[src/rtl/rr_arbiter_four.sv]
// Four-requester round-robin arbiter: one-hot grant plus 2-bit owner index, held until release.
// Define ARB_TIMEOUT_EN to revoke a grant held for MAX_HOLD cycles and pulse timeout.
module rr_arbiter_four #(
  parameter int unsigned MAX_HOLD = 15,
  parameter int unsigned CNT_W    = 4
) (
  input  logic       clk,
  input  logic       rst,
  input  logic       enable,
  input  logic [3:0] req,
  output logic [3:0] gnt,
  output logic [1:0] gnt_idx,
  output logic       gnt_valid,
  output logic       timeout
);

  typedef enum logic {IDLE, BUSY} state_t;

  state_t     state;
  logic [1:0] last;
  logic [1:0] pick;
  logic       pick_ok;

  if (MAX_HOLD < 1 || MAX_HOLD >= 2 ** CNT_W) begin : g_bad_max_hold
    $error("rr_arbiter_four: MAX_HOLD must be in 1..2**CNT_W-1");
  end

  // Search starts just after the last owner, so the previous owner is tried last.
  always_comb begin
    logic [1:0] cand;
    cand    = '0;
    pick    = '0;
    pick_ok = 1'b0;
    for (int unsigned k = 1; k <= 4; k++) begin
      cand = last + 2'(k);
      if (!pick_ok && req[cand]) begin
        pick    = cand;
        pick_ok = 1'b1;
      end
    end
  end

`ifdef ARB_TIMEOUT_EN
  logic [CNT_W-1:0] hold_cnt;

  always_ff @(posedge clk) begin
    if (rst) begin
      state     <= IDLE;
      last      <= 2'd3;
      gnt       <= '0;
      gnt_idx   <= '0;
      gnt_valid <= 1'b0;
      timeout   <= 1'b0;
      hold_cnt  <= '0;
    end else begin
      timeout <= 1'b0;
      case (state)
        IDLE: begin
          if (enable && pick_ok) begin
            gnt       <= 4'b0001 << pick;
            gnt_idx   <= pick;
            gnt_valid <= 1'b1;
            last      <= pick;
            hold_cnt  <= '0;
            state     <= BUSY;
          end
        end
        BUSY: begin
          // Normal release is tested first so it wins on the limit cycle.
          if (!req[gnt_idx]) begin
            gnt       <= '0;
            gnt_valid <= 1'b0;
            state     <= IDLE;
          end else if (hold_cnt == CNT_W'(MAX_HOLD - 1)) begin
            gnt       <= '0;
            gnt_valid <= 1'b0;
            timeout   <= 1'b1;
            state     <= IDLE;
          end else begin
            hold_cnt <= hold_cnt + 1'b1;
          end
        end
        default: state <= IDLE;
      endcase
    end
  end
`else
  assign timeout = 1'b0;

  always_ff @(posedge clk) begin
    if (rst) begin
      state     <= IDLE;
      last      <= 2'd3;
      gnt       <= '0;
      gnt_idx   <= '0;
      gnt_valid <= 1'b0;
    end else begin
      case (state)
        IDLE: begin
          if (enable && pick_ok) begin
            gnt       <= 4'b0001 << pick;
            gnt_idx   <= pick;
            gnt_valid <= 1'b1;
            last      <= pick;
            state     <= BUSY;
          end
        end
        BUSY: begin
          if (!req[gnt_idx]) begin
            gnt       <= '0;
            gnt_valid <= 1'b0;
            state     <= IDLE;
          end
        end
        default: state <= IDLE;
      endcase
    end
  end
`endif

endmodule

[config.mk]
export PLATFORM = sky130hd
export DESIGN_NAME = rr_arbiter_four
export DESIGN_NICKNAME = d
export VERILOG_FILES = /design/src/rtl/rr_arbiter_four.sv
export SDC_FILE = /design/constraint.sdc
export NUM_CORES = 1
export LEC_CHECK = 0
export CAP_MARGIN = 20
export CORE_MARGIN = 5
export CORE_UTILIZATION = 39
export CTS_CLUSTER_SIZE = 25
export DETAILED_ROUTE_END_ITERATION = 10
export GPL_TIMING_DRIVEN = 0
export PLACE_DENSITY = 0.7
export SYNTH_ARGS = -nofsm -noshare
export SYNTH_HDL_FRONTEND = slang
export SYNTH_SLANG_ARGS = --single-unit
export TNS_END_PERCENT = 30
[constraint.sdc]
create_clock -name clk -period 1.3 [get_ports clk]
set_input_delay 0.195 -clock clk [delete_from_list [all_inputs] [get_ports clk]]
set_output_delay 0.195 -clock clk [all_outputs]
set_load 0.1 [all_outputs]
==> summary.md <==
| Metric | Value |
|---|---|
| Outcome | finished, violations left |
| Failing checks | setup timing |
| Avg WL per Cell | about 12 um |
| Setup crit start kind | flip-flop |
| Fraction of layout instances using a drive strength above 1 | around 36% |
| Crit path max-delay cell type | mux4_2 |
| Grt ovf | 0 |
| Final worst slack | -0.0949 ns |
| HP Class | in -> reg |
| Synthesized Nets | just over 60 |
| First-pass GRT wire length | about 1800 um |
| R2r setup slk | -0.09 ns |
| Library cells used by synthesis | 31 |
| CTS Buf Count | 3 |
| Site row count | 13 |
| Die Span Y | between 40 and 50 um |
| Leakage power | about 0.31 nW |
| Synth Register Bits | 10 |
| Setup TNS | -0.211 ns |
| Reg-to-reg endpoint | gnt[3]$_SDFFE_PP0P_ |
| Post-Synthesis Cells | 54 |
| Min-Delay Endpoint | gnt_idx[1]$_SDFFE_PP0P_ |
| Vias in the first global route | between 400 and 500 |
| Max stage delay on crit path | ~0.52 ns |
| Crit path max-delay family | multiplexers |
| Crit path buf inv count | 0 |
| HPWL after detailed placement | 755 um |
| Root buffer cell | clkbuf_4 |
| Crit Path Class | reg -> reg |
| CTS tree | built |
| WP data arrival | about 1.6 ns |
| Crit-path cells | mux4_2 > nor2_4 > nor3_4 > a32o_2 |
| Cells after DPL | 81 |
| Layout area overhead | 34.1% |
| DRC Markers | 0 |
| YS warnings | 0 |
| ANT nets after route | 0 |
| Worst Hold Depth | 2 |
| Antenna cells | 0 |
| Syn_area_per_cell | roughly 9.5 um^2 |
| Core ar. | approximately 1300 um^2 |
| IO Pins | 15 |
| MaxCap Viol Count | 0 |
| Worst-path fanout max | 4 |
| Fin crit share | 107% |
| Worst Clk Skew | 0.00370 ns |
| Crit Reg-Reg Startpoint | gnt_idx[1]$_SDFFE_PP0P_ |
| Final net count | 80 |
| Final min period | between 1 and 1.5 ns |
| Initial antenna violation count | 0 |
| Total Routed Length | around 1100 um |
| Reg2Reg Depth | 4 |
| Port-buffer cells | 12 |
| Die Wd | roughly 46 um |
| Number of fill cells | around 120 |
| Total die area | 2140 um^2 |
| Count of final max-slew check failures | 0 |
| Clk buf depth | 2 |
| Cell area after synthesis | around 510 um^2 |
| Max Clock Freq | about 720 MHz |
| Total track usage | approximately 12% |
| Clk pin slew, worst setup/hold paths | about 0.070 ns |
| Area of the multi-input gates | ~300 um^2 |
| Tightest hold margin | 0.118 ns |
| GP Congestion | roughly 0.72 |
| Hold Crit Start | rst |
| # setup viols final | 5 |
| Maximum VDD drop | between 0.0005 and 0.0006 V |
| Reg area | 206 um^2 |
| Worst setup EP type | flip-flop |
| Hold Violations, Final | 0 |
| Levels on crit path | 4 |
| Worst skew pair latency | roughly 0.26 ns |
| Avg Vias per Cell | a little over 5 |
| Non-filler cells, final | slightly below 90 |
| Tot Pwr | roughly 0.92 mW |
| Sequential area share after synthesis | between 30% and 40% |
| RSZ-0062 raised after global routing | true |
| PwrDens | about 1300 nW/um^2 |
| Req. time, crit path | between 1 and 1.5 ns |
| Clock Sinks | 10 |
| Largest net degree at the start of global routing | 10 |
| DR iter-0 viols | 5 |
| H-tree levels | 1 |
| DR vias | between 400 and 500 |
| Detailed Routing Iterations Pass 1 | 4 |
| Initial core utilization | 40.5% |
| CTS Hold Bufs | 0 |
-- cells in the mapped netlist --
master	instances	area share, %
nand2_1	4	2.9
o211ai_1	1	1.5
inv_1	3	2.2
a32o_2	1	2.2
buf_6	1	2.2
a211oi_1	1	1.5
a21o_1	1	1.5
dfxtp_1	10	39
a21oi_1	1	0.97
nand2b_1	1	1.2
buf_4	1	1.5
o21ai_0	2	1.9
conb_1	1	0.73
nand3_1	1	0.97
or3b_1	1	1.7
o311a_1	1	1.9
or2_0	1	1.2
o211a_1	1	1.9
nor3_4	1	3.2
nor2_1	4	2.9
nor2b_1	4	4.9
mux4_2	1	4.4
or2_2	1	1.2
nor2_2	1	1.2
nor2_4	1	2.2
o41ai_2	1	3.2
o2bb2ai_1	2	3.4
nand4_1	1	1.2
nor3_1	2	1.9
a22o_1	1	1.7
or2b_2	1	1.7
-- power by group --
part / internal [mW] / switching, mW / total (mW)
registers: 0.332 / 0.0172 / 0.349
clock network: 0.170 / 0.108 / 0.278
logic: 0.0816 / 0.210 / 0.291
total: 0.584 / 0.335 / 0.919
-- how the worst max path moves through the flow --
stage / slack [ns] / to / from
final: -0.09 / gnt[3]$_SDFFE_PP0P_ / gnt_idx[1]$_SDFFE_PP0P_
after global routing: -0.14 / gnt[3]$_SDFFE_PP0P_ / gnt_idx[1]$_SDFFE_PP0P_
after CTS: -0.14 / gnt[3]$_SDFFE_PP0P_ / gnt_idx[1]$_SDFFE_PP0P_
after detailed placement: -0.54 / gnt[3]$_SDFFE_PP0P_ / req[1]
after global placement: -0.55 / gnt[3]$_SDFFE_PP0P_ / req[1]
after floorplan: -0.33 / gnt[1]$_SDFFE_PP0P_ / gnt_idx[1]$_SDFFE_PP0P_
-- per-layer routing --
metal	global-route usage [%]	part of all wire, %	vias to the layer above
met5	0	0	-
met3	3.91	9.7	0
li1	-	-	226
met1	16.2	48	201
met4	6.82	0	0
met2	17.3	42	16
-- area by class of cell --
| class | count | area share, % |
|---|---|---|
| buffer | 2 | 2.72 |
| clock buffer | 4 | 5.26 |
| inverter | 3 | 1.63 |
| multi-input combinational | 39 | 43.6 |
| sequential | 10 | 29.9 |
| tap | 15 | 2.72 |
| timing repair buffer | 14 | 14.2 |
-- placed cells by master, fill, tap and decap left out, types with 2 or more instances in the layout --
cell / instances
o2bb2ai_1: 2
nor3_1: 2
nor2_4: 2
buf_4: 4
dlygate4sd2_1: 4
clkbuf_4: 3
nor2_1: 4
buf_2: 6
nand2_1: 4
dfxtp_1: 7
nor2b_1: 4
dfxtp_2: 2
inv_1: 3
o21ai_0: 2
-- what timing repair did --
item	in CTS	in global routing
resized for setup	41	2
setup buffers	1	1
setup endpoints to repair	17	8
pin swaps	2	2
cloned	0	0
-- registers in the layout (all words and copies together) (netlist names) --
register   count
gnt_valid      1
gnt_idx        2
gnt            4
state          1
last           2
-- through the flow --
step	area (um^2)	util, %	setup slack [ns]
final	689	54.3	-0.0949
after global routing	689	54.3	-0.142
after CTS	678	53.5	-0.135
after detailed placement	658	51.9	-0.543
after global placement	658	51.9	-0.550
after floorplan	519	-	-0.327
-- cell families (layout without fill, tap and decap cells) --
family,count (synthesis),count (layout),synth area share (%)
AO/OA/AOI/OAI,13,13,21.7
multiplexers,1,1,4.38
buffers and inverters,5,23,5.84
flip-flops,10,10,38.9
AND/OR/NAND/NOR,24,24,28.5
other,1,1,0.729
Power figures use the tool's default switching activity.
